File: src/rtl/video_tpg_pkg.sv
// Shared types and helpers for the multi-pixel video test pattern generator.
package video_tpg_pkg;

    typedef enum logic [1:0] {
        PAT_BARS  = 2'd0,
        PAT_RAMP  = 2'd1,
        PAT_CHECK = 2'd2,
        PAT_SOLID = 2'd3
    } pat_e;

    typedef enum logic {
        S_IDLE   = 1'b0,
        S_ACTIVE = 1'b1
    } state_e;

    // Bar colours, each entry is a {R,G,B} full-scale flag set; index 0 is the left-most bar.
    localparam logic [7:0][2:0] BAR_TBL = {
        3'b000,   // 7 black
        3'b001,   // 6 blue
        3'b100,   // 5 red
        3'b101,   // 4 magenta
        3'b010,   // 3 green
        3'b011,   // 2 cyan
        3'b110,   // 1 yellow
        3'b111    // 0 white
    };

    // Pack one pixel as {R,B,G}; the result occupies the low 3*bpc bits.
    function automatic logic [29:0] pack_rbg(input logic [9:0] r, input logic [9:0] g,
                                             input logic [9:0] b, input int bpc);
        return (30'(r) << (2 * bpc)) | (30'(b) << bpc) | 30'(g);
    endfunction

endpackage

File: src/rtl/video_tpg_mp_pix.sv
// Single-pixel generator: pattern lookup for one pixel position, registered on load.
// With VIDEO_TPG_MP_MOTION_EN defined the pattern scrolls with the frame counter.
module video_tpg_pix
    import video_tpg_pkg::*;
#(
    parameter int BPC      = 8,
    parameter int H_ACTIVE = 1920,
    parameter int XW       = 12
) (
    input  logic               clk,
    input  logic               rst,
    input  logic               ld_i,
    input  logic [XW-1:0]      px_i,
    input  logic               y5_i,
    input  pat_e               pat_i,
    input  logic [3*BPC-1:0]   solid_i,
`ifdef VIDEO_TPG_MP_MOTION_EN
    input  logic [XW-1:0]      xoff_i,
    input  logic [BPC-1:0]     fcnt_i,
`endif
    output logic [3*BPC-1:0]   pix_o
);

    localparam int PW    = 3 * BPC;
    localparam int BAR_W = H_ACTIVE / 8;
    localparam logic [9:0] FULL = 10'((1 << BPC) - 1);

    logic [XW-1:0]  pxs;
    logic [BPC-1:0] ramp;
    logic [2:0]     bar;
    logic [2:0]     rgb;
    logic [PW-1:0]  pix_d;
    logic [PW-1:0]  pix_q;

    // Pattern lookup; bar index by threshold compares so no divider is needed.
    always_comb begin
        pxs = px_i;
`ifdef VIDEO_TPG_MP_MOTION_EN
        pxs = px_i + xoff_i;
        if (pxs >= XW'(H_ACTIVE)) pxs = pxs - XW'(H_ACTIVE);
`endif
        ramp = BPC'(px_i);
`ifdef VIDEO_TPG_MP_MOTION_EN
        ramp = ramp + fcnt_i;
`endif
        bar = '0;
        for (int k = 1; k < 8; k++) begin
            if (pxs >= XW'(k * BAR_W)) bar = 3'(k);
        end
        rgb = BAR_TBL[bar];
        case (pat_i)
            PAT_BARS:  pix_d = PW'(pack_rbg(rgb[2] ? FULL : 10'd0, rgb[1] ? FULL : 10'd0,
                                            rgb[0] ? FULL : 10'd0, BPC));
            PAT_RAMP:  pix_d = PW'(pack_rbg(10'(ramp), 10'(ramp), 10'(ramp), BPC));
            PAT_CHECK: pix_d = (pxs[5] ^ y5_i) ? '1 : '0;
            default:   pix_d = solid_i;
        endcase
    end

    // Output pixel register, updated whenever the top loads a new beat.
    always_ff @(posedge clk) begin
        if (!rst)      pix_q <= '0;
        else if (ld_i) pix_q <= pix_d;
    end

    assign pix_o = pix_q;

endmodule

File: src/rtl/video_tpg_mp.sv
// AXI4-Stream video test pattern generator, PPC pixels per beat.
// Optional scrolling patterns: define VIDEO_TPG_MP_MOTION_EN.
module video_tpg_mp
    import video_tpg_pkg::*;
#(
    parameter int PPC      = 1,
    parameter int BPC      = 8,
    parameter int H_ACTIVE = 1920,
    parameter int V_ACTIVE = 1080,
    parameter int FCNT_W   = 16
) (
    input  logic                      clk,
    input  logic                      rst,
    input  logic                      en,
    input  logic [1:0]                pattern_sel,
    input  logic [3*BPC-1:0]          solid_rgb,
    output logic [PPC*3*BPC-1:0]      m_axis_tdata,
    output logic                      m_axis_tvalid,
    input  logic                      m_axis_tready,
    output logic                      m_axis_tuser,
    output logic                      m_axis_tlast,
    output logic [PPC*3*BPC/8-1:0]    m_axis_tkeep,
    output logic [FCNT_W-1:0]         frame_cnt,
    output logic                      busy
);

    localparam int PW = 3 * BPC;
    // x holds one extra bit for the scrolled position, and both counters reach bit 5 for the checkerboard.
    localparam int XW = ($clog2(H_ACTIVE) + 1 > 6) ? $clog2(H_ACTIVE) + 1 : 6;
    localparam int YW = ($clog2(V_ACTIVE) > 6) ? $clog2(V_ACTIVE) : 6;

    state_e            state_q, state_d;
    logic [XW-1:0]     x_q, x_d;
    logic [YW-1:0]     y_q, y_d;
    pat_e              pat_q, pat_d;
    logic [PW-1:0]     solid_q, solid_d;
    logic [FCNT_W-1:0] fcnt_q, fcnt_d;
    logic              vld_q, vld_d, user_q, user_d, last_q, last_d;
    logic              load;
    logic              line_end, frame_end;
    logic [PPC-1:0][PW-1:0] tdata_w;
`ifdef VIDEO_TPG_MP_MOTION_EN
    logic [XW-1:0]     off_q, off_d;
`endif

    assign line_end  = (x_q == XW'(H_ACTIVE - PPC));
    assign frame_end = line_end && (y_q == YW'(V_ACTIVE - 1));

    // Next-state: frame start/continue, beat advance on transfer, pattern relatch at frame boundary.
    always_comb begin
        state_d = state_q;
        x_d     = x_q;
        y_d     = y_q;
        pat_d   = pat_q;
        solid_d = solid_q;
        fcnt_d  = fcnt_q;
        vld_d   = vld_q;
        user_d  = user_q;
        last_d  = last_q;
        load    = 1'b0;
`ifdef VIDEO_TPG_MP_MOTION_EN
        off_d   = off_q;
`endif
        case (state_q)
            S_IDLE: begin
                if (en) begin
                    state_d = S_ACTIVE;
                    x_d     = '0;
                    y_d     = '0;
                    pat_d   = pat_e'(pattern_sel);
                    solid_d = solid_rgb;
                    vld_d   = 1'b1;
                    user_d  = 1'b1;
                    last_d  = 1'b0;
                    load    = 1'b1;
                end
            end
            default: begin
                if (m_axis_tready) begin
                    if (frame_end) begin
                        fcnt_d = fcnt_q + FCNT_W'(1);
`ifdef VIDEO_TPG_MP_MOTION_EN
                        if (fcnt_q[7:0] == 8'hFF)                     off_d = '0;
                        else if (off_q + XW'(PPC) >= XW'(H_ACTIVE)) off_d = off_q + XW'(PPC) - XW'(H_ACTIVE);
                        else                                         off_d = off_q + XW'(PPC);
`endif
                        x_d = '0;
                        y_d = '0;
                        if (en) begin
                            pat_d   = pat_e'(pattern_sel);
                            solid_d = solid_rgb;
                            user_d  = 1'b1;
                            last_d  = 1'b0;
                            load    = 1'b1;
                        end else begin
                            state_d = S_IDLE;
                            vld_d   = 1'b0;
                            user_d  = 1'b0;
                            last_d  = 1'b0;
                        end
                    end else begin
                        load   = 1'b1;
                        user_d = 1'b0;
                        if (line_end) begin
                            x_d = '0;
                            y_d = y_q + YW'(1);
                        end else begin
                            x_d = x_q + XW'(PPC);
                        end
                        last_d = (x_d == XW'(H_ACTIVE - PPC));
                    end
                end
            end
        endcase
    end

    // State and counter registers.
    always_ff @(posedge clk) begin
        if (!rst) begin
            state_q <= S_IDLE;
            x_q     <= '0;
            y_q     <= '0;
            pat_q   <= PAT_BARS;
            solid_q <= '0;
            fcnt_q  <= '0;
            vld_q   <= 1'b0;
            user_q  <= 1'b0;
            last_q  <= 1'b0;
`ifdef VIDEO_TPG_MP_MOTION_EN
            off_q   <= '0;
`endif
        end else begin
            state_q <= state_d;
            x_q     <= x_d;
            y_q     <= y_d;
            pat_q   <= pat_d;
            solid_q <= solid_d;
            fcnt_q  <= fcnt_d;
            vld_q   <= vld_d;
            user_q  <= user_d;
            last_q  <= last_d;
`ifdef VIDEO_TPG_MP_MOTION_EN
            off_q   <= off_d;
`endif
        end
    end

    // One generator per pixel lane; each sees the next beat's coordinates.
    for (genvar p = 0; p < PPC; p++) begin : g_pix
        video_tpg_pix #(.BPC(BPC), .H_ACTIVE(H_ACTIVE), .XW(XW)) u_pix (
            .clk     (clk),
            .rst     (rst),
            .ld_i    (load),
            .px_i    (x_d + XW'(p)),
            .y5_i    (y_d[5]),
            .pat_i   (pat_d),
            .solid_i (solid_d),
`ifdef VIDEO_TPG_MP_MOTION_EN
            .xoff_i  (off_d),
            .fcnt_i  (fcnt_d[BPC-1:0]),
`endif
            .pix_o   (tdata_w[p])
        );
    end

    assign m_axis_tdata  = tdata_w;
    assign m_axis_tvalid = vld_q;
    assign m_axis_tuser  = user_q;
    assign m_axis_tlast  = last_q;
    assign m_axis_tkeep  = '1;
    assign frame_cnt     = fcnt_q;
    assign busy          = (state_q == S_ACTIVE);

endmodule

File: config.mk
export PLATFORM = sky130hd
export DESIGN_NAME = video_tpg_mp
export DESIGN_NICKNAME = d
export VERILOG_FILES = /design/src/rtl/video_tpg_pkg.sv /design/src/rtl/video_tpg_mp_pix.sv /design/src/rtl/video_tpg_mp.sv
export SDC_FILE = /design/constraint.sdc
export NUM_CORES = 1
export LEC_CHECK = 0
export ABC_AREA = 1
export CAP_MARGIN = 10
export CORE_MARGIN = 3
export CORE_UTILIZATION = 30
export DETAILED_ROUTE_END_ITERATION = 12
export DONT_BUFFER_PORTS = 1
export SLEW_MARGIN = 20
export SYNTH_ARGS = -nofsm -noshare
export SYNTH_HDL_FRONTEND = slang
export SYNTH_SLANG_ARGS = --single-unit
File: constraint.sdc
create_clock -name clk -period 4.2 [get_ports clk]
set_input_delay 0.42 -clock clk [delete_from_list [all_inputs] [get_ports clk]]
set_output_delay 0.42 -clock clk [all_outputs]
set_load 0.1 [all_outputs]
Word level (Yosys, flattened, before mapping)
Memories as Yosys holds them, arrays and structs flattened.
Index checks and enable logic that the tools add are counted.
{"block": "word_totals", "reg_bits": 93, "wordCells": 96, "out_inout_bits": 47, "mem_bits_ro": 24, "in_bits": 30, "mem_count": 1}
{"block": "op_classes", "n_mux": 52, "addsub": 3, "n_bitwise": 5, "n_lt_le_gt_ge": 8, "reduce_logical": 7, "eq_ne": 9}
{"memory": "(no name shown)", "depth": 8, "word_bits": 3, "rd": 1, "rd_ports_with_merged_regs": 0, "write_ports": 0, "line": "video_tpg_mp_pix.sv:50", "source": "rgb = BAR_TBL[bar];"}
{"op": "$mux W24", "n": 5}
{"op": "$mux W12", "n": 8}
{"op": "$pmux W24 S3", "n": 1}
{"op": "$mux W11", "n": 5}
{"op": "$ge A12 B11 Y1 const B", "n": 3}
{"op": "$eq A12 B11 Y1 const B", "n": 2}
{"op": "$ge A12 B10 Y1 const B", "n": 2}
{"op": "$mux W8", "n": 3}
{"op": "$or A24 B10 Y24", "n": 1}
{"op": "$or A24 B16 Y24", "n": 1}
{"op": "$or A24 B18 Y24", "n": 1}
{"op": "$or A24 B8 Y24", "n": 1}
{"op": "$mux W3", "n": 7}
{"op": "$mux W1", "n": 19}
{"op": "$add A16 B1 Y16 const B", "n": 1}
{"op": "$add A12 B1 Y12 const B", "n": 1}
{"op": "$ge A12 B8 Y1 const B", "n": 1}
{"op": "$ge A12 B9 Y1 const B", "n": 1}
{"op": "$add A11 B1 Y11 const B", "n": 1}
{"op": "$eq A11 B11 Y1 const B", "n": 1}
{"op": "$mux W2", "n": 4}
{"op": "$reduce_and A3 Y1", "n": 2}
{"op": "$lt A3 B4 Y1 const B", "n": 1}
{"op": "$ne A2 B2 Y1 const B", "n": 2}
{"op": "other kinds (10)", "n": 10}

Logic depth before layout (Yosys ltp)
Gate-level depths: netlist of the first run.
{"block": "logic_depth", "ltp_word": 22, "ltp_mapped": 20, "mapped_depth_nobuf": 20}

By module
A second synthesis of the first run with hierarchy kept.
{"block": "hier_totals", "hier_cells": 817, "area_unflattened_um2": 5268.8}
{"module": "video_tpg_mp", "instances": 1, "seq_area_each_um2": 1381.3, "area_per_inst_um2": 3828.7, "cells_per_inst": 598}
{"module": "video_tpg_pix", "instances": 1, "seq_area_each_um2": 480.5, "area_per_inst_um2": 1440.1, "cells_per_inst": 219}

Least setup slack after synthesis of the first run
Ideal clock, no wire load.
{"block": "synth_timing", "path_kind": "flip-flop to flip-flop", "from": "register state_q (netlist: busy)", "to": "register y_q[10]", "setup_ns": 0.116, "slack_ns": 1.440, "arrival_time_ns": 2.644, "path_buffers": 0, "required_ns": 4.084, "stages_incl_launch_ff": 14, "synth_period_minus_slack_ns": 2.760, "cell_sequence": "dfxtp_1 -> nand2_2 -> inv_2 -> nor2_2 -> inv_1 -> nand2_1 -> nand2_2 -> nand3_1 -> nor2_1 -> nand3_1 -> nor3_1 -> nand2_1 -> o21ai_1 -> a21oi_1"}
{"block": "synth_between", "elab_chain_cells": 2, "elab_cells_between_ends": 5, "classes_between": "2 x eq/ne; 1 x mux; 2 x reduce/logical"}
{"item": "start: declaration", "line": "video_tpg_mp.sv:32", "source": "state_e state_q, state_d;"}
{"item": "start signal: assignment", "line": "video_tpg_mp.sv:133", "source": "state_q <= state_d;"}
{"item": "$ne A3 B1 Y1 (no line) (tied with other cells)"}
{"item": "$reduce_and A3 Y1 (no line)"}
{"item": "end signal: assignment", "line": "video_tpg_mp.sv:135", "source": "y_q <= y_d;"}
{"item": "end: declaration", "line": "video_tpg_mp.sv:34", "source": "logic [YW-1:0] y_q, y_d;"}
Parallel ways exist; a longest one is shown, timed or not.
A chain may end at the register's enable or synchronous reset.

Worst setup path in the final report of the first run
{"block": "layout_timing", "from": "register x_q[0]", "to": "register g_pix[0].u_pix.pix_q[21]"}
{"block": "layout_between", "elab_chain_cells": 22, "elab_cells_between_ends": 51, "classes_between": "1 x add/sub; 7 x order compare; 3 x eq/ne; 32 x mux; 5 x bitwise; 2 x reduce/logical; 1 x memory"}
{"item": "start: declaration", "line": "video_tpg_mp.sv:33", "source": "logic [XW-1:0] x_q, x_d;"}
{"item": "start signal: assignment", "line": "video_tpg_mp.sv:121", "source": "x_q <= '0;"}
{"item": "start signal: assignment", "line": "video_tpg_mp.sv:134", "source": "x_q <= x_d;"}
{"item": "$add A12 B1 Y12 / $eq A12 B11 Y1 (equally long branches)", "line": "video_tpg_mp.sv:108, video_tpg_mp.sv:46"}
{"item": "$mux W12", "line": "video_tpg_mp.sv:104", "source": "if (line_end) begin"}
{"item": "$mux W12", "line": "video_tpg_mp.sv:80", "source": "if (frame_end) begin"}
{"item": "$mux W12", "line": "video_tpg_mp.sv:79", "source": "if (m_axis_tready) begin"}
{"item": "$mux W12", "line": "video_tpg_mp.sv:64", "source": "case (state_q)"}
{"item": "$mux W12", "line": "video_tpg_mp.sv:80"}
{"item": "$mux W12", "line": "video_tpg_mp.sv:79"}
{"item": "$mux W12", "line": "video_tpg_mp.sv:64"}
{"item": "$ge A12 B8 Y1", "line": "video_tpg_mp_pix.sv:48", "source": "if (pxs >= XW'(k * BAR_W)) bar = 3'(k);"}
{"item": "$mux W1", "line": "video_tpg_mp_pix.sv:48"}
{"item": "$mux W3 (6 in a row)", "line": "video_tpg_mp_pix.sv:48"}
{"item": "$mem_v2 Z8 W3"}
{"item": "$mux W3 (not written as such)", "line": "video_tpg_mp_pix.sv:50"}
{"item": "$mux W8", "line": "video_tpg_mp_pix.sv:52", "source": "PAT_BARS: pix_d = PW'(pack_rbg(rgb[2] ? FULL : 10'd0, rgb[1] ? FULL : 10'd0,"}
{"item": "$or A24 B18 Y24", "line": "video_tpg_pkg.sv:31", "source": "return (30'(r) << (2 * bpc)) | (30'(b) << bpc) | 30'(g);"}
{"item": "$or A24 B10 Y24", "line": "video_tpg_pkg.sv:31"}
{"item": "$pmux W24 S3", "line": "video_tpg_mp_pix.sv:51", "source": "case (pat_i)"}
{"item": "end signal: assignment", "line": "video_tpg_mp_pix.sv:63", "source": "else if (ld_i) pix_q <= pix_d;"}
{"item": "end: declaration", "line": "video_tpg_mp_pix.sv:33", "source": "logic [PW-1:0] pix_q;"}
Parallel ways exist; a longest one is shown, timed or not. The select of a mux whose other input is x is not followed.

==> results of run 1 <==
## worst max path at each step
stage / slack [ps] / cells past startpoint / to / from
2_1_floorplan: 1440 / 13 / y_q[10]$_SDFFE_PN0P_ / busy$_SDFF_PN0_
5_1_grt: 850 / 16 / g_pix[0].u_pix.pix_o[20]$_SDFFE_PN0P_ / x_q[0]$_SDFF_PN0_
3_3_place_gp: 1240 / 16 / g_pix[0].u_pix.pix_o[2]$_SDFFE_PN0P_ / x_q[0]$_SDFF_PN0_
4_1_cts: 1130 / 16 / g_pix[0].u_pix.pix_o[21]$_SDFFE_PN0P_ / x_q[0]$_SDFF_PN0_
6_report: 1200 / 16 / g_pix[0].u_pix.pix_o[21]$_SDFFE_PN0P_ / x_q[0]$_SDFF_PN0_
3_5_place_dp: 1150 / 16 / g_pix[0].u_pix.pix_o[21]$_SDFFE_PN0P_ / x_q[0]$_SDFF_PN0_
## power breakdown
part / leakage (nW) / switching [mW] / internal (mW)
clock: 0.134 / 0.365 / 0.410
sequential: 0.758 / 0.225 / 0.926
combinational: 1.31 / 0.192 / 0.0895
## cell families after synthesis
family	Yosys count	synth area share
XOR/XNOR	5	0.009036
adder cells (fa/ha/maj)	3	0.007745
AND/OR/NAND/NOR	363	0.3387
AO/OA/AOI/OAI	96	0.1154
other	1	0.0007737
multiplexers	24	0.04956
buffers and inverters	108	0.09473
flip-flops	93	0.3841
## through the flow
stage	std cells	power (mW)
2_1_floorplan	695	1.406
3_3_place_gp	896	1.458
3_5_place_dp	896	1.458
4_1_cts	912	2.238
5_1_grt	912	2.308
6_report	912	2.208
## synthesized netlist by cell type (all sizes together), types with 2 or more instances
library cell,n
o21ai,23
o21bai,2
a21oi,62
ha,3
o22ai,3
nand3,46
a31oi,2
mux2i,24
nand4,7
nor4,3
dfxtp,93
nand2,208
o21a,3
clkbuf,10
nor3b,5
buf,11
nor2,82
xnor2,2
inv,86
xor2,3
nor3,10
## per-layer routing
metal | global-route usage | part of all wire
met3 | 0.03361 | 0.044
met1 | 0.1666 | 0.48
met2 | 0.2057 | 0.46
met5 | 0 | 0
met4 | 0.03943 | 0.014
## area by class of cell
class / count / share of cell area
Clock buffer: 9 / 0.04208
Timing Repair Buffer: 11 / 0.01543
Tap cell: 211 / 0.04932
Multi-Input combinational cell: 494 / 0.4734
Clock inverter: 7 / 0.01075
Sequential cell: 93 / 0.3478
Inverter: 87 / 0.06124
## sequential cells by signal, indices dropped and copies added, names as in the netlist
register	count
busy	1
frame_cnt	16
m_axis_tuser	1
x_q	12
m_axis_tlast	1
solid_q	24
m_axis_tvalid	1
y_q	11
g_pix.u_pix.pix_o	24
pat_q	2
==> impl_metrics.json, run 1 <==
{
  "dp_hpwl_um": 8411,
  "regArea_mm2": 0.001862,
  "first_pass_iters": 4,
  "setup_tns_ps": 0,
  "cpMaxStageDelayCell": "nor2_8",
  "r2r_slack_ps": 1200,
  "reg2reg_to": "g_pix[0].u_pix.pix_o[21]$_SDFFE_PN0P_",
  "syn_area_mm2": 0.004847,
  "die_h_um": 133.1,
  "grt_pass1_wl_um": 19030,
  "cts_resized": 0,
  "path_cells": "ha_1 -> nand2_1 -> inv_1 -> nand2_2 -> nor2_4 -> nand2_2 -> nand2_4 -> nand2_4 -> nor2_8 -> o21ai_4 -> nor2_4 -> nand2_1 -> nand2_1 -> inv_1 -> nand2_1 -> a21oi_1",
  "dpl-instance-area_mm2": 0.005070,
  "power_density_mw_per_mm2": 412.4,
  "start_kind": "flop",
  "grtUsageTotal": 0.1272,
  "worst_path_most_repeated_cell": "nand2_1",
  "multi_input_area_mm2": 0.002534,
  "final.setup.worst_slack_ps": 1199,
  "rows": 45,
  "grt_pass1_vias": 3825,
  "globalRoute.totalOverflow": 0,
  "cts_tree": "yes",
  "cts_buffer_depth": 2,
  "syn2layout_area_growth_pct": 10.43,
  "start_util": 0.3131,
  "irDropWorstVdd_v": 0.0002326,
  "max_stage_delay_ps": 520,
  "p_leak_nw": 2.201,
  "numCtsBuffers": 9,
  "io_pins": 77,
  "mostFrequentLayoutCells": "194 x nand2_1, 93 x dfxtp_1, 81 x inv_1",
  "synth_area_leader_cell": "dfxtp_1",
  "drt_iter0_markers": 180,
  "hold_viol_final": 0,
  "synth_top_area_frac": 0.3841,
  "clockRootBuffer": "clkbuf_16",
  "min_path_cells": 2,
  "worstPathArrival_ps": 3190,
  "skew_ps": 5.899,
  "finalInstanceArea_mm2": 0.005353,
  "drive_above_1_share": 0.09843,
  "place.gp.congestion": 0.8847,
  "syn_avg_cell_area_um2": 6.994,
  "yosys_most_used_dff": "dfxtp_1",
  "crit_family": "simple AND/OR/NAND/NOR gates",
  "drt-total-wl_um": 11300,
  "end_kind": "flop",
  "layout.nets": 729,
  "hold_path.class": "input port to flop",
  "port_buffers": 0,
  "clock_latency_ps": 340,
  "grt_max_degree": 69,
  "reg2reg_depth": 16,
  "maxCapViolCount": 0,
  "critPathKind": "flop to flop",
  "worst_pin_slew_ps": 1112,
  "status": "complete, no violations",
  "relSlewSlack": 0.2575,
  "ys_seq_area_frac": 0.3841,
  "cp_max_fo": 30,
  "die_w_um": 133.1,
  "hp-start": "rst",
  "cp.required_ps": 4390,
  "synth_cell_types": 41,
  "synth_edf_count": 0,
  "fill_cells": 1687,
  "final_core_util": 0.3457,
  "clkTransAtPathRegs_ps": 70,
  "max_freq_mhz": 333.2,
  "post-route-min-period_ps": 3001,
  "htreeDepth": 3,
  "hold_ws_ps": 195.7,
  "num_antenna_cells": 0,
  "antenna_found_initial": 0,
  "clkSinkCount": 93,
  "die-area_mm2": 0.01772,
  "postCtsSetupBuffers": 0,
  "layout_commonest_cell": "nand2_1",
  "wl_per_cell_um": 12.39,
  "synth.area.top_cells": "dfxtp_1 38%, nand2_1 15%, inv_1 6.3%",
  "synthArstFlopShare": 0,
  "yosys_register_bits": 93,
  "dp_slack_ps": 1146,
  "final-max-slew-violation-count": 0,
  "syn_inst": 693,
  "drc": 0,
  "hold_path_end": "frame_cnt[4]$_SDFFE_PN0P_",
  "finalSetupViolations": 0,
  "period_share": 0.7145,
  "worst-path-buf-inv": 2,
  "ys.warnings.count": 0,
  "r2r-start": "x_q[0]$_SDFF_PN0_",
  "rsz0062_at_grt": "false",
  "via_per_inst": 4.468,
  "fp.coreArea_mm2": 0.01548,
  "vias": 4075,
  "cts_hold_buf": 0,
  "detail-route-antenna-nets": 0
}
(Power assumes the default switching activity.)
==> run 2, diff against run 1 <==
==> constraint.sdc (replaced) <==
create_clock -name clk -period 2.9 [get_ports clk]
set_input_delay 0.29 -clock clk [delete_from_list [all_inputs] [get_ports clk]]
set_output_delay 0.29 -clock clk [all_outputs]
set_load 0.1 [all_outputs]
==> run 2 against run 1 <==
  * Via count grew 3.3%
  * Clock power grew 57%
  * Register-to-register slack lost 780 ps
  * Critical path type unchanged
  * Largest power group unchanged
==> impl_metrics.json, run 2 (synthesis gave the netlist of run 1 again) <==
{
  "maxCapViolCount": 0,
  "fp.coreArea_mm2": 0.01548,
  "grt_pass1_wl_um": 19600,
  "setup_tns_ps": 0,
  "worstPathArrival_ps": 2710,
  "max_freq_mhz": 402.3,
  "hold_path.class": "input port to flop",
  "dpl-instance-area_mm2": 0.005210,
  "hold_ws_ps": 66.57,
  "final-max-slew-violation-count": 0,
  "end_kind": "flop",
  "finalSetupViolations": 0,
  "die_w_um": 133.1,
  "num_antenna_cells": 0,
  "layout.nets": 746,
  "grt_max_degree": 39,
  "regArea_mm2": 0.001862,
  "finalInstanceArea_mm2": 0.005517,
  "via_per_inst": 4.530,
  "antenna_found_initial": 0,
  "numCtsBuffers": 9,
  "drive_above_1_share": 0.1198,
  "start_kind": "flop",
  "die_h_um": 133.1,
  "skew_ps": 8.907,
  "grt_pass1_vias": 4023,
  "postCtsSetupBuffers": 0,
  "r2r-start": "x_q[0]$_SDFF_PN0_",
  "htreeDepth": 3,
  "final_core_util": 0.3563,
  "post-route-min-period_ps": 2486,
  "io_pins": 77,
  "reg2reg_depth": 16,
  "rows": 45,
  "drc": 0,
  "dp_slack_ps": 437.8,
  "grtUsageTotal": 0.1334,
  "start_util": 0.3131,
  "cp.required_ps": 3130,
  "clkTransAtPathRegs_ps": 70,
  "cts_tree": "yes",
  "wl_per_cell_um": 12.55,
  "clock_latency_ps": 340,
  "status": "complete, no violations",
  "cts_resized": 0,
  "worst_pin_slew_ps": 1020,
  "power_density_mw_per_mm2": 599.9,
  "p_leak_nw": 2.310,
  "hp-start": "rst",
  "drt_iter0_markers": 263,
  "port_buffers": 0,
  "fill_cells": 1663,
  "detail-route-antenna-nets": 0,
  "first_pass_iters": 5,
  "cp_max_fo": 8,
  "mostFrequentLayoutCells": "194 x nand2_1, 93 x dfxtp_1, 81 x inv_1",
  "clockRootBuffer": "clkbuf_16",
  "hold_path_end": "frame_cnt[4]$_SDFFE_PN0P_",
  "multi_input_area_mm2": 0.002534,
  "relSlewSlack": 0.3193,
  "cts_buffer_depth": 2,
  "vias": 4208,
  "period_share": 0.8572,
  "reg2reg_to": "g_pix[0].u_pix.pix_o[14]$_SDFFE_PN0P_",
  "rsz0062_at_grt": "false",
  "cts_hold_buf": 0,
  "final.setup.worst_slack_ps": 414.2,
  "irDropWorstVdd_v": 0.0002825,
  "place.gp.congestion": 0.9090,
  "globalRoute.totalOverflow": 0,
  "syn2layout_area_growth_pct": 13.81,
  "dp_hpwl_um": 8698,
  "min_path_cells": 2,
  "critPathKind": "flop to flop",
  "r2r_slack_ps": 410,
  "hold_viol_final": 0,
  "die-area_mm2": 0.01772,
  "layout_commonest_cell": "nand2_1",
  "clkSinkCount": 93,
  "drt-total-wl_um": 11660
}
## run 2: changes by cell type in the layout (fill, tap and decap cells not counted), sizes merged
cell,change
clkinvlp,-1
buf,+17
bufinv,+1
## run 2: final cells by class
cell class / count / area share
inverter: 87 / 0.05942
sequential: 93 / 0.3375
tap: 211 / 0.04786
clock inverter: 7 / 0.01474
clock buffer: 9 / 0.04083
timing repair buffer: 28 / 0.04037
multi-input combinational: 494 / 0.4593
## run 2: worst max-delay path, stage by stage (launching register included)
cell     delay (ps)
dfxtp_1         370
ha_1            220
nand2_1          70
inv_1           100
nand4_1         260
nand3_1         210
nand2_1         100
nand3_1         140
nor2_1           80
nor2_1          270
nand2_1          90
nand2_1          60
nand2_1          50
nand2_2         160
nand2_1          70
nand2_1          60
a21oi_1          60
## run 2: per-stage QoR
| stage | power, mW | instances |
|---|---|---|
| detailed placement | 2.130 | 913 |
| finish | 3.309 | 929 |
| floorplan | 2.036 | 695 |
| global placement | 2.125 | 913 |
| CTS | 3.352 | 929 |
| global route | 3.461 | 929 |
## run 2: how the worst max path moves through the flow
stage | cells after the start | from | slack, ps | to
3_3_place_gp | 16 | x_q[0]$_SDFF_PN0_ | 440 | g_pix[0].u_pix.pix_o[11]$_SDFFE_PN0P_
4_1_cts | 18 | x_q[0]$_SDFF_PN0_ | 400 | g_pix[0].u_pix.pix_o[20]$_SDFFE_PN0P_
6_report | 16 | x_q[0]$_SDFF_PN0_ | 410 | g_pix[0].u_pix.pix_o[14]$_SDFFE_PN0P_
2_1_floorplan | 13 | busy$_SDFF_PN0_ | 140 | y_q[10]$_SDFFE_PN0P_
5_1_grt | 13 | busy$_SDFF_PN0_ | 150 | y_q[10]$_SDFFE_PN0P_
3_5_place_dp | 18 | x_q[0]$_SDFF_PN0_ | 440 | g_pix[0].u_pix.pix_o[20]$_SDFFE_PN0P_
## run 2: metal layers
metal	part of all wire	GRT usage	vias up
li1	-	-	2253
met1	0.46	0.1658	1874
met2	0.47	0.2235	71
met3	0.056	0.03814	10
met4	0.014	0.04343	0
met5	0	0	-
## run 2: power by group
part | switching [mW] | internal [mW] | total (mW)
Clock | 0.535 | 0.681 | 1.22
Combinational | 0.324 | 0.142 | 0.466
Sequential | 0.287 | 1.34 | 1.63
Total | 1.15 | 2.16 | 3.31
